===== src/rtl/mdio_pkg.sv =====
// Shared MDIO definitions for the PHY status poller: register addresses,
// status-bit positions, speed encodings and the state types of the
// poller and of its single-read handshake engine.
package mdio_pkg;

  localparam logic [4:0] REG_BMCR    = 5'd0;
  localparam logic [4:0] REG_BMSR    = 5'd1;
  localparam logic [4:0] REG_PHYSTAT = 5'd17;

  localparam int BMSR_LINK     = 2;
  localparam int STAT_SPEED_HI = 15;
  localparam int STAT_SPEED_LO = 14;
  localparam int STAT_DUPLEX   = 13;
  localparam int STAT_RESOLVED = 11;

  localparam logic [1:0] SPD_10   = 2'b00;
  localparam logic [1:0] SPD_100  = 2'b01;
  localparam logic [1:0] SPD_1000 = 2'b10;

  typedef enum logic [2:0] {
    ST_IDLE,
    ST_RD_BMSR,
    ST_CLR_BMSR,
    ST_RD_STAT,
    ST_CLR_STAT,
    ST_UPDATE,
    ST_WAIT
  } mon_state_t;

  typedef enum logic [1:0] {
    TXN_IDLE,
    TXN_REQ,
    TXN_CLR
  } txn_state_t;

endpackage


===== src/rtl/mdio_read_txn.sv =====
// One MDIO register read: raises mdio_start on go, waits for mdio_done,
// captures the read data, drops start and waits for done to fall again.
// A timeout counter restarts at the entry of each phase.
// Ports:
//   clk, rst_n        clock, synchronous active-low reset
//   go                launch a read (accepted when idle or while finishing)
//   reg_addr          register to read, latched on launch
//   mdio_start        engine request level
//   mdio_reg_addr     register address presented to the engine
//   mdio_done         engine completion level
//   mdio_rddata       engine read data
//   data              read data captured on the first done cycle
//   ok                combinational: done seen low again, read complete
//   err               combinational: timeout terminal count with no progress
module mdio_read_txn
  import mdio_pkg::*;
#(
  parameter int unsigned TIMEOUT_CYC = 200_000
) (
  input  logic        clk,
  input  logic        rst_n,
  input  logic        go,
  input  logic [4:0]  reg_addr,
  output logic        mdio_start,
  output logic [4:0]  mdio_reg_addr,
  input  logic        mdio_done,
  input  logic [15:0] mdio_rddata,
  output logic [15:0] data,
  output logic        ok,
  output logic        err
);

  localparam logic [31:0] TO_LAST = 32'(TIMEOUT_CYC - 1);

  txn_state_t  phase;
  logic [31:0] tcnt;
  logic        tc;

  assign tc = (tcnt == TO_LAST);
  assign ok = (phase == TXN_CLR) && !mdio_done;
  // done beats the terminal count when both land in the same cycle
  assign err = tc && (((phase == TXN_REQ) && !mdio_done) ||
                      ((phase == TXN_CLR) && mdio_done));

  always_ff @(posedge clk) begin
    if (!rst_n) begin
      phase         <= TXN_IDLE;
      tcnt          <= '0;
      mdio_start    <= 1'b0;
      mdio_reg_addr <= '0;
      data          <= '0;
    end else begin
      case (phase)
        TXN_IDLE: begin
          if (go) begin
            phase         <= TXN_REQ;
            tcnt          <= '0;
            mdio_start    <= 1'b1;
            mdio_reg_addr <= reg_addr;
          end
        end
        TXN_REQ: begin
          if (mdio_done) begin
            data       <= mdio_rddata;
            mdio_start <= 1'b0;
            tcnt       <= '0;
            phase      <= TXN_CLR;
          end else if (tc) begin
            mdio_start <= 1'b0;
            tcnt       <= '0;
            phase      <= TXN_IDLE;
          end else begin
            tcnt <= tcnt + 32'd1;
          end
        end
        TXN_CLR: begin
          if (!mdio_done) begin
            tcnt <= '0;
            // back-to-back reads launch straight from the clear phase
            if (go) begin
              phase         <= TXN_REQ;
              mdio_start    <= 1'b1;
              mdio_reg_addr <= reg_addr;
            end else begin
              phase <= TXN_IDLE;
            end
          end else if (tc) begin
            tcnt  <= '0;
            phase <= TXN_IDLE;
          end else begin
            tcnt <= tcnt + 32'd1;
          end
        end
        default: phase <= TXN_IDLE;
      endcase
    end
  end

endmodule


===== src/rtl/phy_link_monitor.sv =====
// Periodic PHY status poller. Once init_done is high it reads BMSR and the
// PHY-specific status register every poll period and publishes link, speed
// and duplex, a link-change pulse and an MDIO timeout flag.
//
// state       | meaning
// ------------+-----------------------------------------------
// IDLE        | polling disabled, waiting for init_done
// RD_BMSR     | BMSR read requested, waiting for done
// CLR_BMSR    | BMSR captured, waiting for done to fall
// RD_STAT     | status register read requested
// CLR_STAT    | status captured, waiting for done to fall
// UPDATE      | publish new link/speed/duplex (one cycle)
// WAIT        | poll period countdown
//
// Ports:
//   clk, rst_n          clock, synchronous active-low reset
//   init_done           polling enable
//   mdio_start          engine request level
//   mdio_if_read        always 1
//   mdio_phy_addr       PHY address
//   mdio_reg_addr       register being read
//   mdio_done           engine completion level
//   mdio_rddata         engine read data
//   link_up, speed, full_duplex   resolved link status
//   status_valid        a poll has completed since reset/timeout
//   link_change         one-cycle pulse on link or speed change
//   mdio_err            last poll timed out
//   busy                a read handshake is in progress
module phy_link_monitor
  import mdio_pkg::*;
#(
  parameter int unsigned SYS_CLOCK   = 50_000_000,
  parameter int unsigned POLL_MS     = 100,
  parameter logic [4:0]  PHY_ADDR    = 5'b00001,
  parameter logic [4:0]  STAT_REG    = 5'd17,
  parameter int unsigned TIMEOUT_CYC = 200_000
) (
  input  logic        clk,
  input  logic        rst_n,
  input  logic        init_done,
  output logic        mdio_start,
  output logic        mdio_if_read,
  output logic [4:0]  mdio_phy_addr,
  output logic [4:0]  mdio_reg_addr,
  input  logic        mdio_done,
  input  logic [15:0] mdio_rddata,
  output logic        link_up,
  output logic [1:0]  speed,
  output logic        full_duplex,
  output logic        status_valid,
  output logic        link_change,
  output logic        mdio_err,
  output logic        busy
);

  localparam int unsigned POLL_CYC  = SYS_CLOCK / 1000 * POLL_MS;
  localparam logic [31:0] POLL_LAST = 32'(POLL_CYC - 1);

  mon_state_t  state;
  logic [31:0] poll_cnt;
  logic        bmsr_link;
  logic        go;
  logic [4:0]  go_addr;
  logic        txn_ok;
  logic        txn_err;
  logic [15:0] txn_data;
  logic        new_link;
  logic [1:0]  new_speed;
  logic        unused_bits;

  assign mdio_if_read  = 1'b1;
  assign mdio_phy_addr = PHY_ADDR;
  assign busy = (state == ST_RD_BMSR) || (state == ST_CLR_BMSR) ||
                (state == ST_RD_STAT) || (state == ST_CLR_STAT);

  assign new_link    = bmsr_link & txn_data[STAT_RESOLVED];
  assign new_speed   = txn_data[STAT_SPEED_HI:STAT_SPEED_LO];
  assign unused_bits = ^{txn_data[12], txn_data[10:3], txn_data[1:0]};

  // Launch requests coincide with the transitions into RD_* below.
  always_comb begin
    go      = 1'b0;
    go_addr = REG_BMSR;
    case (state)
      ST_IDLE:     go = init_done;
      ST_WAIT:     go = init_done && (poll_cnt == POLL_LAST);
      ST_CLR_BMSR: begin
        go      = txn_ok && init_done;
        go_addr = STAT_REG;
      end
      default:     go = 1'b0;
    endcase
  end

  mdio_read_txn #(
    .TIMEOUT_CYC (TIMEOUT_CYC)
  ) u_txn (
    .clk           (clk),
    .rst_n         (rst_n),
    .go            (go),
    .reg_addr      (go_addr),
    .mdio_start    (mdio_start),
    .mdio_reg_addr (mdio_reg_addr),
    .mdio_done     (mdio_done),
    .mdio_rddata   (mdio_rddata),
    .data          (txn_data),
    .ok            (txn_ok),
    .err           (txn_err)
  );

  always_ff @(posedge clk) begin
    if (!rst_n) begin
      state        <= ST_IDLE;
      poll_cnt     <= '0;
      bmsr_link    <= 1'b0;
      link_up      <= 1'b0;
      speed        <= SPD_10;
      full_duplex  <= 1'b0;
      status_valid <= 1'b0;
      link_change  <= 1'b0;
      mdio_err     <= 1'b0;
    end else begin
      link_change <= 1'b0;
      if (txn_err) begin
        // stalled engine: drop this poll, retry after a full period
        state        <= ST_WAIT;
        poll_cnt     <= '0;
        mdio_err     <= 1'b1;
        link_up      <= 1'b0;
        status_valid <= 1'b0;
        link_change  <= link_up;
      end else begin
        case (state)
          ST_IDLE: begin
            poll_cnt <= '0;
            if (init_done) state <= ST_RD_BMSR;
          end
          ST_RD_BMSR: begin
            if (mdio_done) state <= ST_CLR_BMSR;
          end
          ST_CLR_BMSR: begin
            if (txn_ok) begin
              bmsr_link <= txn_data[BMSR_LINK];
              if (init_done) begin
                state <= ST_RD_STAT;
              end else begin
                state        <= ST_IDLE;
                link_up      <= 1'b0;
                status_valid <= 1'b0;
              end
            end
          end
          ST_RD_STAT: begin
            if (mdio_done) state <= ST_CLR_STAT;
          end
          ST_CLR_STAT: begin
            if (txn_ok) begin
              if (init_done) begin
                state <= ST_UPDATE;
              end else begin
                state        <= ST_IDLE;
                link_up      <= 1'b0;
                status_valid <= 1'b0;
              end
            end
          end
          ST_UPDATE: begin
            link_up      <= new_link;
            speed        <= new_speed;
            full_duplex  <= txn_data[STAT_DUPLEX];
            status_valid <= 1'b1;
            mdio_err     <= 1'b0;
            link_change  <= (new_link != link_up) ||
                            (new_link && (new_speed != speed));
            poll_cnt     <= '0;
            state        <= ST_WAIT;
          end
          ST_WAIT: begin
            if (!init_done) begin
              state        <= ST_IDLE;
              link_up      <= 1'b0;
              status_valid <= 1'b0;
            end else if (poll_cnt == POLL_LAST) begin
              state <= ST_RD_BMSR;
            end else begin
              poll_cnt <= poll_cnt + 32'd1;
            end
          end
          default: state <= ST_IDLE;
        endcase
      end
    end
  end

endmodule

===== config.mk =====
export PLATFORM = sky130hd
export DESIGN_NAME = phy_link_monitor
export DESIGN_NICKNAME = d
export VERILOG_FILES = /design/src/rtl/mdio_pkg.sv /design/src/rtl/mdio_read_txn.sv /design/src/rtl/phy_link_monitor.sv
export SDC_FILE = /design/constraint.sdc
export NUM_CORES = 1
export LEC_CHECK = 0
export ABC_AREA = 1
export BUFFER_PORTS_ARGS = -buffer_cell sky130_fd_sc_hd__buf_2
export CORE_ASPECT_RATIO = 1.75
export CORE_MARGIN = 2
export CORE_UTILIZATION = 45
export DETAILED_ROUTE_END_ITERATION = 12
export PLACE_DENSITY = 0.62
export SLEW_MARGIN = 5
export SYNTH_ARGS = -nofsm -noshare
export SYNTH_HDL_FRONTEND = slang
export SYNTH_HIERARCHICAL = 1
export SYNTH_SLANG_ARGS = --single-unit

===== constraint.sdc =====
create_clock -name clk -period 3.6 [get_ports clk]
set_clock_uncertainty 0.1 [all_clocks]
set_input_delay 0.36 -clock clk [delete_from_list [all_inputs] [get_ports clk]]
set_output_delay 0.36 -clock clk [all_outputs]
set_load 0.005 [all_outputs]

==> flow_metrics.py, run 1 <==
metrics = {
    "power_and_ir_drop": {
        "vdd_ir_drop_max_uv": 268,
        "netSwitchingFraction_pct": 35.5,
        "powerDensity_nw_per_um2": 473,
        "design_power_total_mw": 2.93,
        "clock_power_share_pct": 33.9,
        "power_frac_comb_pct": 28.3,
        "leakage_nw": 2.42,
        "power_frac_seq_pct": 37.8,
        "power_switching_mw": 1.04,
        "p_int_mw": 1.89,
    },
    "route": {
        "routed_wl_microns": 15000,
        "viasPerCell": 4.93,
        "ant_nets": 0,
        "drtPass1Iterations": 4,
        "drc": 0,
        "detail_route.wl_per_cell_microns": 13.4,
        "vias": 5519,
        "drtIter0Drc": 190,
    },
    "clocking": {
        "cts_made_buffers": 9,
        "root_buffer": "clkbuf_16",
        "ctsResizeCount": 0,
        "clock_path_buffers": 2,
        "clock_latency_ns": 0.34,
        "cts_setup_buffers": 0,
        "clkSlewWorstSetupHoldPaths_ns": 0.06,
        "cts_tree": "done",
        "clock_sinks": 88,
        "h-tree-depth": 3,
        "cts-hold-fix-buffers": 0,
    },
    "grt": {
        "grt_pass1_vias": 5349,
        "antenna_found_initial": 0,
        "grt_max_degree": 33,
        "track_usage_pct": 23.0,
        "grt_first_pass_wirelength_microns": 24200,
        "grt_overflow": 0,
    },
    "sta": {
        "rsz0062_at_grt": "no",
        "setup_viol": 0,
        "hold_viol": 0,
        "period_share_pct": 79.2,
        "period_needed_ns": 2.85,
        "drv_slew": 0,
        "worst_pin_slew_ns": 0.706,
        "relSlewSlack_pct": 52.5,
        "tns_ns": 0,
        "max_clock_freq_mhz": 351,
    },
    "critical_path": {
        "path_class": "reg2reg",
        "startpoint_type": "flip-flop",
        "worstSetupStartpoint": "poll_cnt[1]",
        "reg2reg_to": "u_txn/tcnt[22]",
        "worstPathRequired_ns": 3.73,
        "r2r_start": "poll_cnt[1]",
        "r2r_cells": 17,
        "r2r_slack_ns": 0.75,
        "end_kind": "flip-flop",
        "critical_path.max_fanout": 18,
        "cp_data_arrival_time_ns": 2.98,
    },
    "synth": {
        "synth.avg_cell_area_sq_um": 6.10,
        "postSynthCellCount": 923,
        "synth_area_sq_um": 5630,
        "synth_warnings": 6,
    },
    "die": {
        "die_x_microns": 88.6,
        "num_rows": 54,
        "die_y_microns": 152,
        "die-area_sq_um": 13500,
        "start_util_pct": 45.6,
        "ios": 40,
        "core-area_sq_um": 12400,
    },
    "worst_hold_path": {
        "hold_depth": 3,
        "min_to": "u_txn/data[14]",
        "hold_path.class": "in2reg",
        "hp-start": "mdio_rddata[14]",
    },
    "layout": {
        "fin_util_pct": 50.1,
        "nets": 972,
        "fin_cells": 1119,
        "drive_above_1_share_pct": 9.78,
        "area_growth_syn_to_layout_pct": 10.0,
        "final_cell_mix": "238 x nand2_1, 193 x nor2_1, 105 x inv_1",
        "final_area_sq_um": 6200,
        "layout_commonest_cell": "nand2_1",
        "n_antenna_cell": 0,
    },
    "placed_design": {
        "port_buffers": 22,
        "dpl.cell_count": 1103,
        "hpwlAfterDp_microns": 11800,
        "finalWeightedCongestion": 0.952,
        "dpl_cell_area_sq_um": 5880,
    },
    "status": {
        "outcome": "finished clean",
    },
    "job": {
        "drv_cap": 0,
    },
}
==> area by class of cell <==
cell class / count / area (sq um)
fill: 1371 / 6170
multi-input combinational: 697 / 3290
sequential: 88 / 1760
inverter: 121 / 459
clock buffer: 11 / 233
tap: 168 / 210
timing repair buffer: 29 / 163
clock inverter: 5 / 81.3
==> critical path, cell delays in order, from the launching register on <==
cell and delay, ns:
dfxtp_1 0.38, ha_1 0.28, nand2_2 0.11, nor2_4 0.15, nand3_1 0.08, nor2_1 0.17, nand3_2 0.09, a31oi_1 0.25
inv_2 0.08, nand2_4 0.10, nand2_8 0.13, nor2_4 0.17, nand2_2 0.10, nor2_2 0.12, nand2_1 0.10, nor2_2 0.14
xnor2_1 0.13, nor2_1 0.05
==> through the flow <==
| stage | setup WS (ns) | hold WS (ns) |
|---|---|---|
| final | 0.749 | 0.182 |
| after global routing | 0.481 | 0.203 |
| after CTS | 0.726 | 0.171 |
| after global placement | 0.763 | 0.335 |
| after detailed placement | 0.743 | 0.337 |
| after floorplan | 0.859 | 0.323 |
==> power by group through the flow <==
stage               Sequential, mW  Combinational [mW]  Clock [mW]
floorplan                     1.11               0.695           0
global placement              1.13               0.849           0
detailed placement            1.13               0.848           0
CTS                           1.11               0.849        1.03
global route                  1.12               0.940        1.06
finish                        1.11               0.830       0.993
==> layer usage <==
metal  global-route usage, %  wire length (microns)  share of wire, %  vias to the layer above
met1                    21.4                   5440                36                     2467
met4                    14.6                    850               5.7                        0
met3                    3.10                    312               2.1                       46
met5                       0                      0                 0                        -
met2                    43.9                   8380                56                       80
li1                        -                      -                 -                     2926
==> flip-flops by register name (all words and copies together) (netlist names), 2 cells and up <==
register,cells
u_txn/phase,2
poll_cnt,32
u_txn/data,5
speed,2
state,3
u_txn/tcnt,32
u_txn/mdio_reg_addr,5
==> worst max path at each step <==
stage	endpoint	slack, ns	cells after the start
after floorplan	u_txn/tcnt[21]	0.86	18
after global placement	u_txn/tcnt[22]	0.76	17
after detailed placement	u_txn/tcnt[22]	0.74	17
after CTS	u_txn/tcnt[22]	0.73	17
after global routing	u_txn/tcnt[22]	0.48	17
final	u_txn/tcnt[22]	0.75	17
Note: power is estimated with default switching activity, not from simulation.
==> run 2, diff against run 1 <==
ABC_AREA = 0   (was 1)
clock period = 2.8 ns   (was 3.6 ns; I/O delays follow)
==> flow_metrics.py, run 2 <==
metrics = {
    "sta": {
        "period_share_pct": 96.9,
        "worst_pin_slew_ns": 0.836,
        "drv_slew": 0,
        "fin_hold_ws_ns": 0.0717,
        "hold_viol": 0,
        "rsz0062_at_grt": "yes",
        "period_needed_ns": 2.71,
        "setup_viol": 0,
        "relSlewSlack_pct": 44.2,
        "max_clock_freq_mhz": 368,
    },
    "route": {
        "detail_route.wl_per_cell_microns": 16.7,
        "drc": 0,
        "viasPerCell": 6.03,
        "routed_wl_microns": 14000,
        "drtIter0Drc": 282,
        "ant_nets": 0,
        "drtPass1Iterations": 5,
        "vias": 5062,
    },
    "synth": {
        "synth_area_sq_um": 5090,
        "synth.avg_cell_area_sq_um": 8.01,
        "postSynthCellCount": 635,
        "synth_warnings": 6,
    },
    "die": {
        "die_x_microns": 84.4,
        "die_y_microns": 145,
        "ios": 40,
        "start_util_pct": 45.8,
        "num_rows": 51,
        "core-area_sq_um": 11100,
        "die-area_sq_um": 12200,
    },
    "status": {
        "outcome": "finished clean",
    },
    "layout": {
        "final_area_sq_um": 6160,
        "final_cell_mix": "86 x dfxtp_1, 70 x buf_4, 61 x nand2_1",
        "nets": 729,
        "n_antenna_cell": 0,
        "drive_above_1_share_pct": 23.0,
        "reg.largest.list": "poll_cnt x32, u_txn/tcnt x32",
        "area_growth_syn_to_layout_pct": 21.1,
        "fillCellCount": 1067,
        "layout_commonest_cell": "dfxtp_1",
    },
    "power_and_ir_drop": {
        "vdd_ir_drop_max_uv": 518,
        "leakage_nw": 2.26,
        "powerDensity_nw_per_um2": 650,
    },
    "placed_design": {
        "port_buffers": 22,
        "finalWeightedCongestion": 0.886,
        "dpl_cell_area_sq_um": 5730,
        "hpwlAfterDp_microns": 10400,
    },
    "critical_path": {
        "cp_data_arrival_time_ns": 2.88,
        "critical_path.max_fanout": 9,
        "critPathTopFamily": "simple AND/OR/NAND/NOR gates",
        "cp_slowest_cell": "or4_4",
        "slowest_delay_ns": 0.44,
        "end_kind": "flip-flop",
        "path_class": "reg2reg",
        "startpoint_type": "flip-flop",
        "worstPathCellList": "nor4bb_4, buf_4, nand4_1, buf_4, nor3_4, a31oi_1, nor2_2, nor2b_2, buf_6, nor3_4, nand3_2, or4_4, a211oi_2",
        "cp.buffers_inverters": 3,
        "worstPathRequired_ns": 2.97,
    },
    "clocking": {
        "cts-hold-fix-buffers": 0,
        "clkSlewWorstSetupHoldPaths_ns": 0.06,
        "h-tree-depth": 3,
        "clock_path_buffers": 2,
        "cts_tree": "done",
        "root_buffer": "clkbuf_16",
        "clock_sinks": 88,
        "clock_latency_ns": 0.35,
        "cts_made_buffers": 9,
    },
    "grt": {
        "grt_max_degree": 45,
        "track_usage_pct": 23.4,
        "antenna_found_initial": 0,
        "grt_first_pass_wirelength_microns": 23100,
        "grt_overflow": 0,
        "grt_pass1_vias": 5062,
    },
    "job": {
        "drv_cap": 0,
    },
    "worst_hold_path": {
        "hold_path.class": "in2reg",
    },
}
## run 2: changes by cell type in the layout (fill, tap and decap cells not counted), sizes merged, moves of 16 or more
cell | before | now
buf | 29 | 94
inv | 120 | 16
nand2 | 251 | 62
nand3 | 67 | 35
nand4 | 15 | 32
nor2 | 209 | 49
nor3 | 12 | 33
nor4 | 3 | 19
## run 2: worst paths after layout
path              cells after the start  slack (ns)             from             end
hold / removal                        3        0.07  mdio_rddata[13]  u_txn/data[13]
setup / recovery                     13        0.09     poll_cnt[13]  u_txn/tcnt[22]
hold reg to reg                       2        0.36    u_txn/data[2]   u_txn/data[2]
setup reg to reg                     13        0.09     poll_cnt[13]  u_txn/tcnt[22]
## run 2: area by class of cell
cell class	instances	area [sq um]	area share, %
well taps	132	165	2.68
flip-flops and latches	88	1760	28.6
inverters	15	56.3	0.913
clock buffers	12	246	4.00
clock inverters	4	52.6	0.852
repair buffers	94	667	10.8
multi-input cells	495	3210	52.1
## run 2: routing by layer
metal,track usage [%],up-vias,wire [microns]
li1,-,2481,-
met1,22.9,2435,5100
met5,0,-,0
met4,14.5,0,686
met2,45.4,99,7880
met3,3.29,47,376
## run 2: timing repair
action	CTS	global route
endpoints found under the setup margin	29	30
pin swaps	5	6
resized for setup	6	14
setup buffers	1	4
hold endpoints to repair	0	0
cloned	0	1
## run 2: per-stage QoR
stage	instances	setup slack, ns	utilization [%]	power (mW)	TNS, ns
after global routing	840	-0.0869	55.5	4.21	-0.164
after CTS	835	0.0145	54.6	3.96	0
after global placement	818	-0.130	51.6	2.69	-2.71
after detailed placement	818	-0.125	51.6	2.72	-2.64
after floorplan	643	-0.0135	-	2.31	-0.0135
final	840	0.0855	55.5	4.00	0
## run 2: worst min-delay path, stage by stage
cell and delay, ns:
buf_2 0.09, nand2_1 0.04, a21oi_1 0.05
## run 2: where the power goes
part	switching, mW	internal, mW	total [mW]
sequential	0.0864	1.32	1.40
combinational	0.802	0.568	1.37
clock	0.511	0.720	1.23
==> run 3, diff against run 2 <==
CORE_UTILIZATION = 35   (was 45)
PLACE_DENSITY = 0.51   (was 0.62)
==> flow_metrics.py, run 3 (synthesis gave the netlist of run 2 again) <==
metrics = {
    "grt": {
        "gr-usage-met2_pct": 38.7,
        "grt_pass1_vias": 4930,
        "grt_max_degree": 28,
        "track_usage_pct": 19.8,
        "grt_use_met1_pct": 19.4,
        "grt_first_pass_wirelength_microns": 24000,
        "antenna_found_initial": 0,
        "grt_busiest_layer": "met2",
        "use_met3_pct": 2.35,
        "grt_overflow": 0,
    },
    "route": {
        "drc": 0,
        "ant_nets": 0,
        "vias": 5045,
        "drtPass1Iterations": 5,
        "detail_route.wl_per_cell_microns": 17.0,
        "drtIter0Drc": 183,
        "viasPerCell": 5.69,
        "routed_wl_microns": 15100,
    },
    "layout": {
        "drive_above_1_share_pct": 23.4,
        "area_growth_syn_to_layout_pct": 23.8,
        "nets": 727,
        "fin_cells": 886,
        "multi_input_area_sq_um": 3280,
        "final_cell_mix": "86 x dfxtp_1, 68 x buf_4, 61 x nand2_1",
        "reg.largest.list": "poll_cnt x32, u_txn/tcnt x32",
        "fillCellCount": 1449,
        "final-seq-area_sq_um": 1760,
        "n_antenna_cell": 0,
        "layout_commonest_cell": "dfxtp_1",
        "final_area_sq_um": 6300,
        "fin_util_pct": 44.0,
    },
    "placed_design": {
        "dp_slack_ns": -0.224,
        "hpwlAfterDp_microns": 11300,
        "port_buffers": 22,
        "dpl_cell_area_sq_um": 5790,
        "dpl.cell_count": 867,
        "finalWeightedCongestion": 0.830,
    },
    "die": {
        "start_util_pct": 35.6,
        "core-area_sq_um": 14300,
        "die_y_microns": 164,
        "die-area_sq_um": 15600,
        "ios": 40,
        "die_x_microns": 95.2,
        "num_rows": 58,
    },
    "clocking": {
        "root_buffer": "clkbuf_16",
        "cts_tree": "done",
        "clock_path_buffers": 2,
        "cts_made_buffers": 9,
        "h-tree-depth": 3,
        "cts-hold-fix-buffers": 0,
        "clkSlewWorstSetupHoldPaths_ns": 0.07,
        "clock_latency_ns": 0.35,
        "clock_sinks": 88,
    },
    "job": {
        "drv_cap": 0,
    },
    "power_and_ir_drop": {
        "leakage_nw": 2.26,
        "powerDensity_nw_per_um2": 646,
        "design_power_total_mw": 4.07,
        "vdd_ir_drop_max_uv": 386,
    },
    "sta": {
        "max_clock_freq_mhz": 369,
        "layout_setup_ws_ns": 0.0900,
        "relSlewSlack_pct": 55.9,
        "period_needed_ns": 2.71,
        "tns_ns": 0,
        "rsz0062_at_grt": "yes",
        "drv_slew": 0,
        "fin_hold_ws_ns": 0.0705,
        "hold_viol": 0,
        "period_share_pct": 96.8,
        "worst_pin_slew_ns": 0.656,
        "setup_viol": 0,
    },
    "status": {
        "outcome": "finished clean",
    },
    "critical_path": {
        "critPathTopFamily": "simple AND/OR/NAND/NOR gates",
        "end_kind": "flip-flop",
        "critical_path.max_fanout": 13,
        "cp.buffers_inverters": 0,
        "cp_slowest_cell": "or2_2",
        "path_class": "reg2reg",
        "cp_data_arrival_time_ns": 2.88,
        "worstPathCellList": "nor4_4, nand3_4, nor3_4, a31oi_2, nor2_2, nor2b_2, or2_2, nor4_1, o211ai_1, a21oi_1",
        "slowest_delay_ns": 0.43,
        "startpoint_type": "flip-flop",
        "worstPathRequired_ns": 2.97,
    },
    "worst_hold_path": {
        "hold_path.class": "in2reg",
    },
}
[run 3: cell types whose count changed in the layout (fill, tap and decap cells not counted), sizes merged]
cell / previous run / this run
or2: 3 / 2
clkinvlp: 0 / 4
clkbuf: 12 / 10
buf: 94 / 93
clkinv: 2 / 0
[run 3: worst register-to-register path, cell delays in order (launching register included)]
cell      delay [ns]
dfxtp_1         0.37
nor4_4          0.36
nand3_4         0.17
nor3_4          0.24
a31oi_2         0.12
nor2_2          0.18
nor2b_2         0.08
or2_2           0.43
nor4_1          0.32
o211ai_1        0.12
a21oi_1         0.16
[run 3: path summary, 6_finish.rpt]
path / depth (start not counted) / from / slack (ns) / end
worst max-delay path: 10 / poll_cnt[25] / 0.09 / u_txn/tcnt[13]
worst min-delay path: 3 / mdio_rddata[14] / 0.07 / u_txn/data[14]
worst max register to register: 10 / poll_cnt[25] / 0.09 / u_txn/tcnt[13]
worst min register to register: 2 / u_txn/data[2] / 0.37 / u_txn/data[2]
[run 3: cell type report]
class / instances / area share, %
Inverter: 15 / 0.894
Multi-Input combinational cell: 494 / 52.1
Clock buffer: 10 / 3.64
Clock inverter: 6 / 1.09
Sequential cell: 88 / 28.0
Tap cell: 180 / 3.58
Timing Repair Buffer: 93 / 10.7
[run 3: repair_timing]
item / 4_1_cts / 5_1_grt
setup endpoints to repair: 30 / 30
setup buffers: 1 / 2
pin swaps: 3 / 16
resized for setup: 6 / 22
[run 3: per-layer routing]
metal,vias to the layer above,share of wire [%]
met5,-,0
met4,0,3.5
met3,33,2.7
met2,88,56
li1,2471,-
met1,2453,37
[run 3: power breakdown]
part           switching, mW  leakage (nW)  total, mW  internal [mW]
Clock                  0.543         0.131       1.24          0.696
Sequential             0.101         0.711       1.42           1.32
Combinational          0.821          1.41       1.41          0.590
Total                   1.46          2.26       4.07           2.60
